`config.mk`:
```
export PLATFORM = sky130hd
export DESIGN_NAME = dma_arbiter_flat
export DESIGN_NICKNAME = d
export VERILOG_FILES = /design/src/rtl/dma_arb_pkg.sv /design/src/rtl/dma_arbiter_if.sv /design/src/rtl/dma_arbiter_rr_pick.sv /design/src/rtl/dma_arbiter.sv /design/src/flat_wrapper.sv
export SDC_FILE = /design/constraint.sdc
export NUM_CORES = 1
export LEC_CHECK = 0
export ABC_AREA = 1
export BUFFER_PORTS_ARGS = -buffer_cell sky130_fd_sc_hd__buf_2
export CORE_AREA = 2 2 166 168
export DETAILED_ROUTE_END_ITERATION = 12
export DIE_AREA = 0 0 168 170
export PLACE_DENSITY = 0.63
export SYNTH_ARGS = -nofsm -noshare
export SYNTH_HDL_FRONTEND = slang
export SYNTH_SLANG_ARGS = --single-unit
```
`constraint.sdc`:
```
create_clock -name clk -period 2.15 [get_ports clk]
set_clock_uncertainty 0.2 [all_clocks]
set_input_delay 0.1075 -clock clk [delete_from_list [all_inputs] [get_ports clk]]
set_output_delay 0.1075 -clock clk [all_outputs]
set_load 0.05 [all_outputs]
```
`src/rtl/dma_arb_pkg.sv`:
```
// Shared types for the DMA arbiter: FSM states, requester indices and the
// descriptor encodings agreed with the DMA engine.
package dma_arb_pkg;

  typedef enum logic [1:0] {
    IDLE  = 2'd0,
    ISSUE = 2'd1,
    BUSY  = 2'd2,
    DONE  = 2'd3
  } arb_state_e;

  localparam int unsigned REQ_INPUT  = 0;
  localparam int unsigned REQ_WEIGHT = 1;
  localparam int unsigned REQ_OUTPUT = 2;

  typedef enum logic {
    SRAM_INPUT  = 1'b0,
    SRAM_WEIGHT = 1'b1
  } sram_type_e;

  typedef enum logic {
    DMA_READ  = 1'b0,
    DMA_WRITE = 1'b1
  } dma_type_e;

endpackage

```
`src/rtl/dma_arbiter_if.sv`:
```
// Requester-side and DMA-side signal bundle of the DMA arbiter.
// The arbiter is the slave; requesters plus DMA engine form the master side.
interface dma_arbiter_if #(
  parameter int unsigned N_REQ   = 3,
  parameter int unsigned DRAM_AW = 32,
  parameter int unsigned LOC_AW  = 18,
  parameter int unsigned ID_W    = 2
);
  logic [N_REQ-1:0]         req;
  logic [N_REQ-1:0]         urgent;
  logic [N_REQ*DRAM_AW-1:0] req_dram_start;
  logic [N_REQ*DRAM_AW-1:0] req_dram_end;
  logic [N_REQ*LOC_AW-1:0]  req_loc_start;
  logic [N_REQ*LOC_AW-1:0]  req_loc_end;
  logic [N_REQ-1:0]         req_sram_type;
  logic [N_REQ-1:0]         req_dma_type;
  logic [N_REQ-1:0]         req_buf_select;
  logic [N_REQ-1:0]         req_done;
  logic [DRAM_AW-1:0]       dma_dram_start;
  logic [DRAM_AW-1:0]       dma_dram_end;
  logic [LOC_AW-1:0]        dma_loc_start;
  logic [LOC_AW-1:0]        dma_loc_end;
  logic                     dma_sram_type;
  logic                     dma_type;
  logic                     dma_buf_select;
  logic                     dma_start;
  logic                     dma_done;
  logic                     busy;
  logic [ID_W-1:0]          grant_id;
  logic                     err_spurious;

  modport master (
    output req, urgent, req_dram_start, req_dram_end, req_loc_start,
           req_loc_end, req_sram_type, req_dma_type, req_buf_select, dma_done,
    input  req_done, dma_dram_start, dma_dram_end, dma_loc_start, dma_loc_end,
           dma_sram_type, dma_type, dma_buf_select, dma_start, busy, grant_id,
           err_spurious
  );

  modport slave (
    input  req, urgent, req_dram_start, req_dram_end, req_loc_start,
           req_loc_end, req_sram_type, req_dma_type, req_buf_select, dma_done,
    output req_done, dma_dram_start, dma_dram_end, dma_loc_start, dma_loc_end,
           dma_sram_type, dma_type, dma_buf_select, dma_start, busy, grant_id,
           err_spurious
  );
endinterface

```
`src/rtl/dma_arbiter_rr_pick.sv`:
```
// Combinational winner finder: lowest-index urgent requester, otherwise the
// first requester at or after rr_ptr, wrapping modulo N.
module rr_pick #(
  parameter int unsigned N  = 3,
  parameter int unsigned IW = 2
) (
  input  logic [N-1:0]  eff,
  input  logic [N-1:0]  urgent,
  input  logic [IW-1:0] rr_ptr,
  output logic          valid,
  output logic [IW-1:0] idx
);

  logic [N-1:0] urg_eff;
  logic         found;
  int unsigned  pos;

  assign urg_eff = eff & urgent;
  assign valid   = |eff;

  always_comb begin
    idx   = '0;
    found = 1'b0;
    pos   = 0;
    if (|urg_eff) begin
      for (int unsigned i = 0; i < N; i++) begin
        if (!found && urg_eff[i]) begin
          idx   = IW'(i);
          found = 1'b1;
        end
      end
    end else begin
      // Explicit wrap keeps the search correct when N is not a power of two.
      for (int unsigned k = 0; k < N; k++) begin
        pos = 32'(rr_ptr) + k;
        if (pos >= N) pos = pos - N;
        if (!found && eff[pos]) begin
          idx   = IW'(pos);
          found = 1'b1;
        end
      end
    end
  end

endmodule

```
`src/rtl/dma_arbiter.sv`:
```
// Shares one DMA engine between N_REQ requesters: round-robin with urgent
// override, descriptor latch, DMA start/done handshake and done pulse.
module dma_arbiter
  import dma_arb_pkg::*;
#(
  parameter int unsigned N_REQ   = 3,
  parameter int unsigned DRAM_AW = 32,
  parameter int unsigned LOC_AW  = 18,
  parameter int unsigned ID_W    = 2
) (
  input logic          clk,
  input logic          rst,
  dma_arbiter_if.slave bus
);

  arb_state_e         state, state_nx;
  logic [ID_W-1:0]    rr_ptr;
  logic [N_REQ-1:0]   last_mask;
  logic [ID_W-1:0]    grant_q;
  logic [N_REQ-1:0]   grant_onehot;
  logic [N_REQ-1:0]   eff;
  logic               pick_valid;
  logic [ID_W-1:0]    pick_idx;
  logic [DRAM_AW-1:0] dram_start_q;
  logic [DRAM_AW-1:0] dram_end_q;
  logic [LOC_AW-1:0]  loc_start_q;
  logic [LOC_AW-1:0]  loc_end_q;
  sram_type_e         sram_type_q;
  dma_type_e          dma_type_q;
  logic               buf_select_q;
  logic               err_q;

  assign eff          = bus.req & ~last_mask;
  assign grant_onehot = N_REQ'(1) << grant_q;

  rr_pick #(
    .N  (N_REQ),
    .IW (ID_W)
  ) u_pick (
    .eff    (eff),
    .urgent (bus.urgent),
    .rr_ptr (rr_ptr),
    .valid  (pick_valid),
    .idx    (pick_idx)
  );

  always_comb begin
    state_nx = state;
    unique case (state)
      IDLE:    if (pick_valid) state_nx = ISSUE;
      ISSUE:   state_nx = BUSY;
      BUSY:    if (bus.dma_done) state_nx = DONE;
      DONE:    state_nx = IDLE;
      default: state_nx = IDLE;
    endcase
  end

  always_ff @(posedge clk or negedge rst) begin
    if (!rst) state <= IDLE;
    else      state <= state_nx;
  end

  always_ff @(posedge clk or negedge rst) begin
    if (!rst) begin
      rr_ptr       <= '0;
      last_mask    <= '0;
      grant_q      <= '0;
      dram_start_q <= '0;
      dram_end_q   <= '0;
      loc_start_q  <= '0;
      loc_end_q    <= '0;
      sram_type_q  <= SRAM_INPUT;
      dma_type_q   <= DMA_READ;
      buf_select_q <= 1'b0;
      err_q        <= 1'b0;
    end else begin
      unique case (state)
        IDLE: begin
          // The mask from the previous DONE only shields this one IDLE cycle.
          last_mask <= '0;
          if (pick_valid) begin
            grant_q      <= pick_idx;
            dram_start_q <= bus.req_dram_start[int'(pick_idx)*DRAM_AW +: DRAM_AW];
            dram_end_q   <= bus.req_dram_end[int'(pick_idx)*DRAM_AW +: DRAM_AW];
            loc_start_q  <= bus.req_loc_start[int'(pick_idx)*LOC_AW +: LOC_AW];
            loc_end_q    <= bus.req_loc_end[int'(pick_idx)*LOC_AW +: LOC_AW];
            sram_type_q  <= sram_type_e'(bus.req_sram_type[pick_idx]);
            dma_type_q   <= dma_type_e'(bus.req_dma_type[pick_idx]);
            buf_select_q <= bus.req_buf_select[pick_idx];
          end
        end
        DONE: begin
          rr_ptr    <= (grant_q == ID_W'(N_REQ - 1)) ? '0 : grant_q + 1'b1;
          last_mask <= grant_onehot;
        end
        default: ;
      endcase
      if (bus.dma_done && state != BUSY) err_q <= 1'b1;
    end
  end

  assign bus.busy           = (state != IDLE);
  assign bus.dma_start      = (state == BUSY);
  assign bus.req_done       = (state == DONE) ? grant_onehot : '0;
  assign bus.grant_id       = grant_q;
  assign bus.dma_dram_start = dram_start_q;
  assign bus.dma_dram_end   = dram_end_q;
  assign bus.dma_loc_start  = loc_start_q;
  assign bus.dma_loc_end    = loc_end_q;
  assign bus.dma_sram_type  = sram_type_q;
  assign bus.dma_type       = dma_type_q;
  assign bus.dma_buf_select = buf_select_q;
  assign bus.err_spurious   = err_q;

endmodule

```
`src/flat_wrapper.sv`:
```
// flat-port wrapper written by rule: the top's interface ports become plain ports
module dma_arbiter_flat import dma_arb_pkg::*;
#(
  parameter int unsigned N_REQ   = 3,
  parameter int unsigned DRAM_AW = 32,
  parameter int unsigned LOC_AW  = 18,
  parameter int unsigned ID_W    = 2
)
  (clk, rst, bus_req, bus_urgent, bus_req_dram_start, bus_req_dram_end, bus_req_loc_start, bus_req_loc_end, bus_req_sram_type, bus_req_dma_type, bus_req_buf_select, bus_dma_done, bus_req_done, bus_dma_dram_start, bus_dma_dram_end, bus_dma_loc_start, bus_dma_loc_end, bus_dma_sram_type, bus_dma_type, bus_dma_buf_select, bus_dma_start, bus_busy, bus_grant_id, bus_err_spurious);
  dma_arbiter_if #(.N_REQ(N_REQ), .DRAM_AW(DRAM_AW), .LOC_AW(LOC_AW), .ID_W(ID_W)) bus_i ();
  input logic clk;
  input logic rst;
  input wire logic [$bits(bus_i.req)-1:0] bus_req;
  input wire logic [$bits(bus_i.urgent)-1:0] bus_urgent;
  input wire logic [$bits(bus_i.req_dram_start)-1:0] bus_req_dram_start;
  input wire logic [$bits(bus_i.req_dram_end)-1:0] bus_req_dram_end;
  input wire logic [$bits(bus_i.req_loc_start)-1:0] bus_req_loc_start;
  input wire logic [$bits(bus_i.req_loc_end)-1:0] bus_req_loc_end;
  input wire logic [$bits(bus_i.req_sram_type)-1:0] bus_req_sram_type;
  input wire logic [$bits(bus_i.req_dma_type)-1:0] bus_req_dma_type;
  input wire logic [$bits(bus_i.req_buf_select)-1:0] bus_req_buf_select;
  input wire logic [$bits(bus_i.dma_done)-1:0] bus_dma_done;
  output wire logic [$bits(bus_i.req_done)-1:0] bus_req_done;
  output wire logic [$bits(bus_i.dma_dram_start)-1:0] bus_dma_dram_start;
  output wire logic [$bits(bus_i.dma_dram_end)-1:0] bus_dma_dram_end;
  output wire logic [$bits(bus_i.dma_loc_start)-1:0] bus_dma_loc_start;
  output wire logic [$bits(bus_i.dma_loc_end)-1:0] bus_dma_loc_end;
  output wire logic [$bits(bus_i.dma_sram_type)-1:0] bus_dma_sram_type;
  output wire logic [$bits(bus_i.dma_type)-1:0] bus_dma_type;
  output wire logic [$bits(bus_i.dma_buf_select)-1:0] bus_dma_buf_select;
  output wire logic [$bits(bus_i.dma_start)-1:0] bus_dma_start;
  output wire logic [$bits(bus_i.busy)-1:0] bus_busy;
  output wire logic [$bits(bus_i.grant_id)-1:0] bus_grant_id;
  output wire logic [$bits(bus_i.err_spurious)-1:0] bus_err_spurious;
  assign bus_i.req = bus_req;
  assign bus_i.urgent = bus_urgent;
  assign bus_i.req_dram_start = bus_req_dram_start;
  assign bus_i.req_dram_end = bus_req_dram_end;
  assign bus_i.req_loc_start = bus_req_loc_start;
  assign bus_i.req_loc_end = bus_req_loc_end;
  assign bus_i.req_sram_type = bus_req_sram_type;
  assign bus_i.req_dma_type = bus_req_dma_type;
  assign bus_i.req_buf_select = bus_req_buf_select;
  assign bus_i.dma_done = bus_dma_done;
  assign bus_req_done = bus_i.req_done;
  assign bus_dma_dram_start = bus_i.dma_dram_start;
  assign bus_dma_dram_end = bus_i.dma_dram_end;
  assign bus_dma_loc_start = bus_i.dma_loc_start;
  assign bus_dma_loc_end = bus_i.dma_loc_end;
  assign bus_dma_sram_type = bus_i.dma_sram_type;
  assign bus_dma_type = bus_i.dma_type;
  assign bus_dma_buf_select = bus_i.dma_buf_select;
  assign bus_dma_start = bus_i.dma_start;
  assign bus_busy = bus_i.busy;
  assign bus_grant_id = bus_i.grant_id;
  assign bus_err_spurious = bus_i.err_spurious;
  dma_arbiter #(.N_REQ(N_REQ), .DRAM_AW(DRAM_AW), .LOC_AW(LOC_AW), .ID_W(ID_W)) u_core (.clk(clk), .rst(rst), .bus(bus_i));
endmodule
```
Word-level counts from Yosys, hierarchy flattened
Cells that the tools add are included.
- multiplexer cells: 38
- multipliers: 1
- shifts and indexed selects: 5
- $add $sub $neg: 6
- bitwise logic cells: 3
- magnitude comparators: 7
- reduce and logical (&&, ||, !) cells: 16
- equality and inequality tests: 7
- operators by type and width (kind ; count):
    32-bit 2-to-1 mux ; 6
    96-bit by 8-bit variable part select with 32-bit output ; 2
    54-bit by 8-bit variable part select with 18-bit output ; 2
    32-bit by 3-bit < comparator with 1-bit output, second input constant ; 3
    2-bit 2-to-1 mux ; 8
    1-bit 2-to-1 mux ; 15
    1-bit binary-select mux with 2-bit select ; 6
    2-bit one-hot mux with 4 select lines ; 1
    3-bit by 2-bit subtractor with 4-bit output, second input constant ; 2
    3-bit AND ; 2
    2-bit == test, second input constant ; 3
    3-bit by 2-bit >= comparator with 1-bit output, second input constant ; 2
    2-bit by 4-bit multiplier with 6-bit output, second input constant ; 1
    3-bit one-hot mux with 2 select lines ; 1
    3-bit OR reduction ; 2
    1-bit logical AND ; 5
    1-bit zero test ; 4
    2-bit != test, second input constant ; 2
    2-bit AND reduction ; 2
    2-bit nonzero test ; 2
    2-bit by 1-bit adder with 3-bit output, second input constant ; 1
    2-bit by 2-bit adder with 3-bit output, second input constant ; 1
    2-bit by 3-bit < comparator with 1-bit output, second input constant ; 1
    3-bit 2-to-1 mux ; 1
    8 further kinds ; 8
- bits of input ports: 318
- register bits after elaboration: 113
- output and inout port bits: 111
- logic and storage cells: 95

Depth between registers and ports, before layout
- depth after elaboration: 19
- depth in mapped cells: 16
- gate-level depth less buffers: 14

By module
A second synthesis with hierarchy kept.
- cells, all modules: 1298
- area, all modules: 7948.9 um2
- modules (own cells, without submodules) (module ; sequential area each (um2) ; cells each ; instances ; area each (um2)):
    dma_arbiter ; 2827.7 ; 1245 ; 1 ; 7674.9
    rr_pick ; 0.0 ; 53 ; 1 ; 274.0

Worst setup path before layout
No wires, ideal clock.
- path kind: flip-flop to flip-flop
- start point: register u_core.grant_q[0], in the netlist u_core.bus.grant_id[0]
- end point: register u_core.rr_ptr[1]
- library setup time: 0.078 ns
- setup slack: -0.275 ns
- buffers on the path: 0
- data required time: 1.872 ns
- cell stages (with the launch flop): 4
- arrival time: 2.147 ns
- period minus slack after synthesis: 2.425 ns
- path through: dfrtp_1 -> inv_1 -> nor3_1 -> o21bai_1
- cells in the longest elaborated chain, start to end: 2
- elaborated cells on any way between the ends: 3
- those cells by class: add/sub: 1; eq/ne: 1; mux: 1
- RTL lines (item ; line ; text):
    start: declaration ; dma_arbiter.sv:19 ; logic [ID_W-1:0] grant_q;
    start signal: assignment ; dma_arbiter.sv:82 ; grant_q <= pick_idx;
    2-bit by 1-bit adder with 2-bit output or 2-bit == test (tied branches) ; dma_arbiter.sv:93 ; rr_ptr <= (grant_q == ID_W'(N_REQ - 1)) ? '0 : grant_q + 1'b1;
    2-bit 2-to-1 mux * ; dma_arbiter.sv:93 ;
    end signal: assignment ; dma_arbiter.sv:93 ;
    end: declaration ; dma_arbiter.sv:17 ; logic [ID_W-1:0] rr_ptr;
Every way passes the cells marked *; elsewhere a longest branch is shown, timed or not.
A chain may end at the register's enable or synchronous reset.

Worst setup path after layout
- start point: register u_core.rr_ptr[0]
- end point: register u_core.dram_start_q[8], in the netlist u_core.bus.dma_dram_start[8]
- cells in the longest elaborated chain, start to end: 16
- elaborated cells on any way between the ends: 33
- those cells by class: add/sub: 5; order compare: 3; shift: 1; mux: 20; reduce/logical: 4
- RTL lines (item ; line ; text):
    branches (longest 13 deep; another with 3-bit by 2-bit subtractor with 4-bit output) ; -- ;
    2-bit 2-to-1 mux * ; dma_arbiter_rr_pick.sv:37 ; if (!found && eff[pos]) begin
    2-bit 2-to-1 mux * ; dma_arbiter_rr_pick.sv:25 ; if (|urg_eff) begin
    96-bit by 8-bit variable part select with 32-bit output * ; dma_arbiter.sv:83 ; dram_start_q <= bus.req_dram_start[int'(pick_idx)*DRAM_AW +: DRAM_AW];
    end signal: assignment ; dma_arbiter.sv:83 ;
    end: declaration ; dma_arbiter.sv:24 ; logic [DRAM_AW-1:0] dram_start_q;
Every way passes the cells marked *. The select of a mux whose other input is x is not followed.

==> impl_results.md <==
- IO Port Bufs: 428
- Routed Antenna Nets: 0
- Slowest stage delay, CP: 400 ps
- Startpoint Class: register
- Num CTS Buffers: 17
- Clk buf depth: 2
- Die footprint: 0.0286 mm^2
- Syn_area_per_cell: 6.75 um^2
- Worst-skew pair later-pin latency: 410 ps
- DIE HEIGHT: 170 um
- Wire length per cell: 20.2 um
- Critical path class: reg -> reg
- Peak Freq: 0.400 GHz
- TritonRoute pass-1 iters: 5
- WL final: 43.7 mm
- Critical Path, Cell by Cell: buf_6 -> ha_4 -> inv_4 -> nand3_2 -> nand2_2 -> nand2_4 -> a21oi_4 -> nand3_2 -> buf_6 -> a21oi_4 -> buf_12 -> buf_12 -> clkbuf_16 -> nand2_1 -> nand3_2
- Multi-input gate area: 0.00421 mm^2
- Via count: 11.1k
- Area share of the largest cell type after synthesis: 41.5%
- Yosys cell types: 28
- Initial antenna violation count: 2
- Lkg Pwr: 7.94 nW
- Fin worst setup slack: -353 ps
- Nets: 2126
- Max cap viols: 0
- Root Buffer: clkbuf_16
- Core ar.: 0.0267 mm^2
- Number of global-route vias before repair: 11.3k
- Setup-failing EPs final: 105
- RePlAce Congestion: 0.860
- Initial DRC Count: 1260
- Hold Crit Class: in -> async
- First-pass GRT wire length: 61.6 mm
- CP required: 2300 ps
- Tot GR Track Use: 27.6%
- WHS: 53.2 ps
- Crit-path max FO: 15
- Total power: 22.1 mW
- Synth warn: 0
- Minimum clock period: 2500 ps
- Status: finished with violations
- Max-slew violation count: 0
- Synth-to-Final Area Change: 123%
- Slew headroom: 72.2%
- Post-synth EDFFs: 0
- DP HPWL: 20.6 mm
- Max VDD drop: 0.000727 V
- I/O Pins: 429
- Fraction of layout cells with a size suffix above 1: 39.3%
- Number of synthesized register bits: 113
- Critical Path AT: 2650 ps
- Seq/Total Area, Yosys: 41.5%
- Crit share post-route: 116%
- Largest net degree at the start of global routing: 62
- Final hold vios: 0
- Die Width: 168 um
- Dominant cell type by area after synthesis: dfrtp_1
- CTS tree: built
- FP Rows: 60
- Synth area leaders: dfrtp_1 41%, nand2_1 27%, nand3_1 19%
- Initial Utilization: 25.6%
- Mapped Cells: 1011
- Register Area: 0.00283 mm^2
- Overflow left after global routing: 0
- DR DRC count: 0
- Post-Syn Area: 0.00682 mm^2
- Buf/Inv on CP: 6
- Net Count, Synth: 1335
- Crit path max-delay cell type: dfrtp_1
- CTS sink cnt: 113
- Failing checks: negative setup slack
- Critical Path Most Common Cell: nand3_2
- PwrDens: 1460 mW/mm^2
- Worst slew pin tran: 415 ps
- # H-tree levels: 4
- Reg clk slew, reported paths: 60 ps
- RSZ-0062 raised after global routing: true
- Crit. End Element: register
- Ys flop type: dfrtp_1
- Fill count: 2102
- Crit-path leading delay family: buffers and inverters
- Vias per Instance: 5.14
- Synth async-reset ratio: 100%
==> per-stage QoR <==
step | setup TNS [ps] | utilization [%] | instances | worst slack, ps | instance area [um^2]
2_1_floorplan | 0 | - | 1011 | 32.4 | 6860
3_3_place_gp | -24770 | 35.9 | 1748 | -306 | 9560
3_5_place_dp | -26770 | 35.9 | 1748 | -348 | 9560
4_1_cts | -21910 | 53.9 | 2137 | -276 | 14400
5_1_grt | -40450 | 56.9 | 2158 | -439 | 15200
6_report | -30270 | 57.0 | 2165 | -353 | 15200
==> layer usage <==
layer,up-vias,global-route usage [%],part of all wire [%]
met2,937,47.3,49
met3,240,7.93,10
met4,0,16.6,6.2
met5,-,0,0
met1,5091,30.6,35
li1,4862,-,-
==> cell usage in the layout (no fill, tap or decap), types with 2 or more instances in the layout <==
master	netlist	routed
buf_4	13	35
inv_4	0	2
diode_2	0	9
buf_8	0	3
ha_4	0	2
nor3_2	0	3
a21oi_1	5	2
buf_16	0	17
clkinv_2	0	4
ha_1	6	3
clkbuf_16	0	27
o21ai_0	5	4
nand2_4	1	13
nand2_2	1	35
dfrtp_1	113	112
a21oi_2	3	3
o21bai_1	2	2
inv_6	0	2
nand3_1	257	184
a21oi_4	0	3
inv_1	22	19
nand4_1	3	3
nand3_4	0	11
nand2_1	498	451
clkinvlp_4	0	6
nand3_2	2	64
dlygate4sd3_1	0	312
buf_2	24	427
buf_12	0	34
nor2_1	4	3
nor2_4	0	2
inv_2	6	7
buf_6	10	5
==> cell usage after synthesis (2+ instances only) <==
master,count
a21oi_1,5
a21oi_2,3
buf_2,24
buf_4,13
buf_6,10
clkbuf_1,23
dfrtp_1,113
ha_1,6
inv_1,22
inv_2,6
nand2_1,498
nand3_1,257
nand3_2,2
nand4_1,3
nor2_1,4
nor2_2,2
nor3_1,4
o21ai_0,5
o21bai_1,2
==> flip-flops by register name (all words and copies together) (netlist names) <==
| name | count |
|---|---|
| u_core.bus.dma_dram_end | 32 |
| u_core.bus.dma_type | 1 |
| u_core.bus.dma_loc_end | 18 |
| u_core.state | 2 |
| u_core.bus.dma_dram_start | 32 |
| u_core.rr_ptr | 2 |
| u_core.bus.dma_buf_select | 1 |
| u_core.bus.err_spurious | 1 |
| u_core.bus.dma_sram_type | 1 |
| u_core.last_mask | 3 |
| u_core.bus.dma_loc_start | 18 |
| u_core.bus.grant_id | 2 |
==> power by group <==
group          total [mW]  switching (mW)  internal, mW
logic                15.6            9.90          5.70
clock network        2.73            1.12          1.62
registers            3.76           0.608          3.15
==> cells by family (layout without fill, tap and decap cells) <==
group	after synthesis	count (layout)	share of synthesized area [%]
other cells	0	9	0
simple gates	774	774	48.0
flops	113	113	41.5
compound gates	19	19	1.76
fa+ha+maj	6	6	1.10
buf+inv	99	903	7.70
==> worst reg2reg max path: stages (launching register included) <==
cell	delay (ps)
dfrtp_1	400
buf_6	130
ha_4	170
inv_4	70
nand3_2	80
nand2_2	120
nand2_4	90
a21oi_4	150
nand3_2	120
buf_6	140
a21oi_4	170
buf_12	170
buf_12	110
clkbuf_16	160
nand2_1	90
nand3_2	70
==> area by class of cell <==
cell class | count | share of cell area [%]
Timing Repair Buffer | 843 | 46.3
Multi-Input combinational cell | 799 | 27.8
Sequential cell | 113 | 18.6
Clock buffer | 19 | 2.92
Tap cell | 341 | 2.81
Clock inverter | 13 | 0.742
Inverter | 28 | 0.725
Antenna cell | 9 | 0.148
==> final timing paths <==
check                                               startpoint                                        to  slack [ps]  depth (start not counted)
hold / removal                                             rst    u_core.bus.dma_loc_end[17]$_DFFE_PN0P_          50                          3
hold reg to reg            u_core.bus.err_spurious$_DFFE_PN0P_       u_core.bus.err_spurious$_DFFE_PN0P_         260                          1
min in group clk                                 bus_urgent[0]     u_core.bus.dma_loc_end[6]$_DFFE_PN0P_         190                          8
setup / recovery                  u_core.rr_ptr[0]$_DFFE_PN0P_  u_core.bus.dma_dram_start[8]$_DFFE_PN0P_        -350                         15
setup reg to reg                  u_core.rr_ptr[0]$_DFFE_PN0P_  u_core.bus.dma_dram_start[8]$_DFFE_PN0P_        -350                         15
max in group asynchronous                                  rst   u_core.bus.dma_dram_end[24]$_DFFE_PN0P_        1010                          3
==> timing repair <==
action	in CTS	in global routing
endpoints found under the hold margin	219	0
pin swaps	12	45
gates cloned	18	12
buffers inserted	28	12
gates resized for setup	93	110
setup endpoints to repair	105	105
hold buffers	312	0
Power figures use the tool's default switching activity.
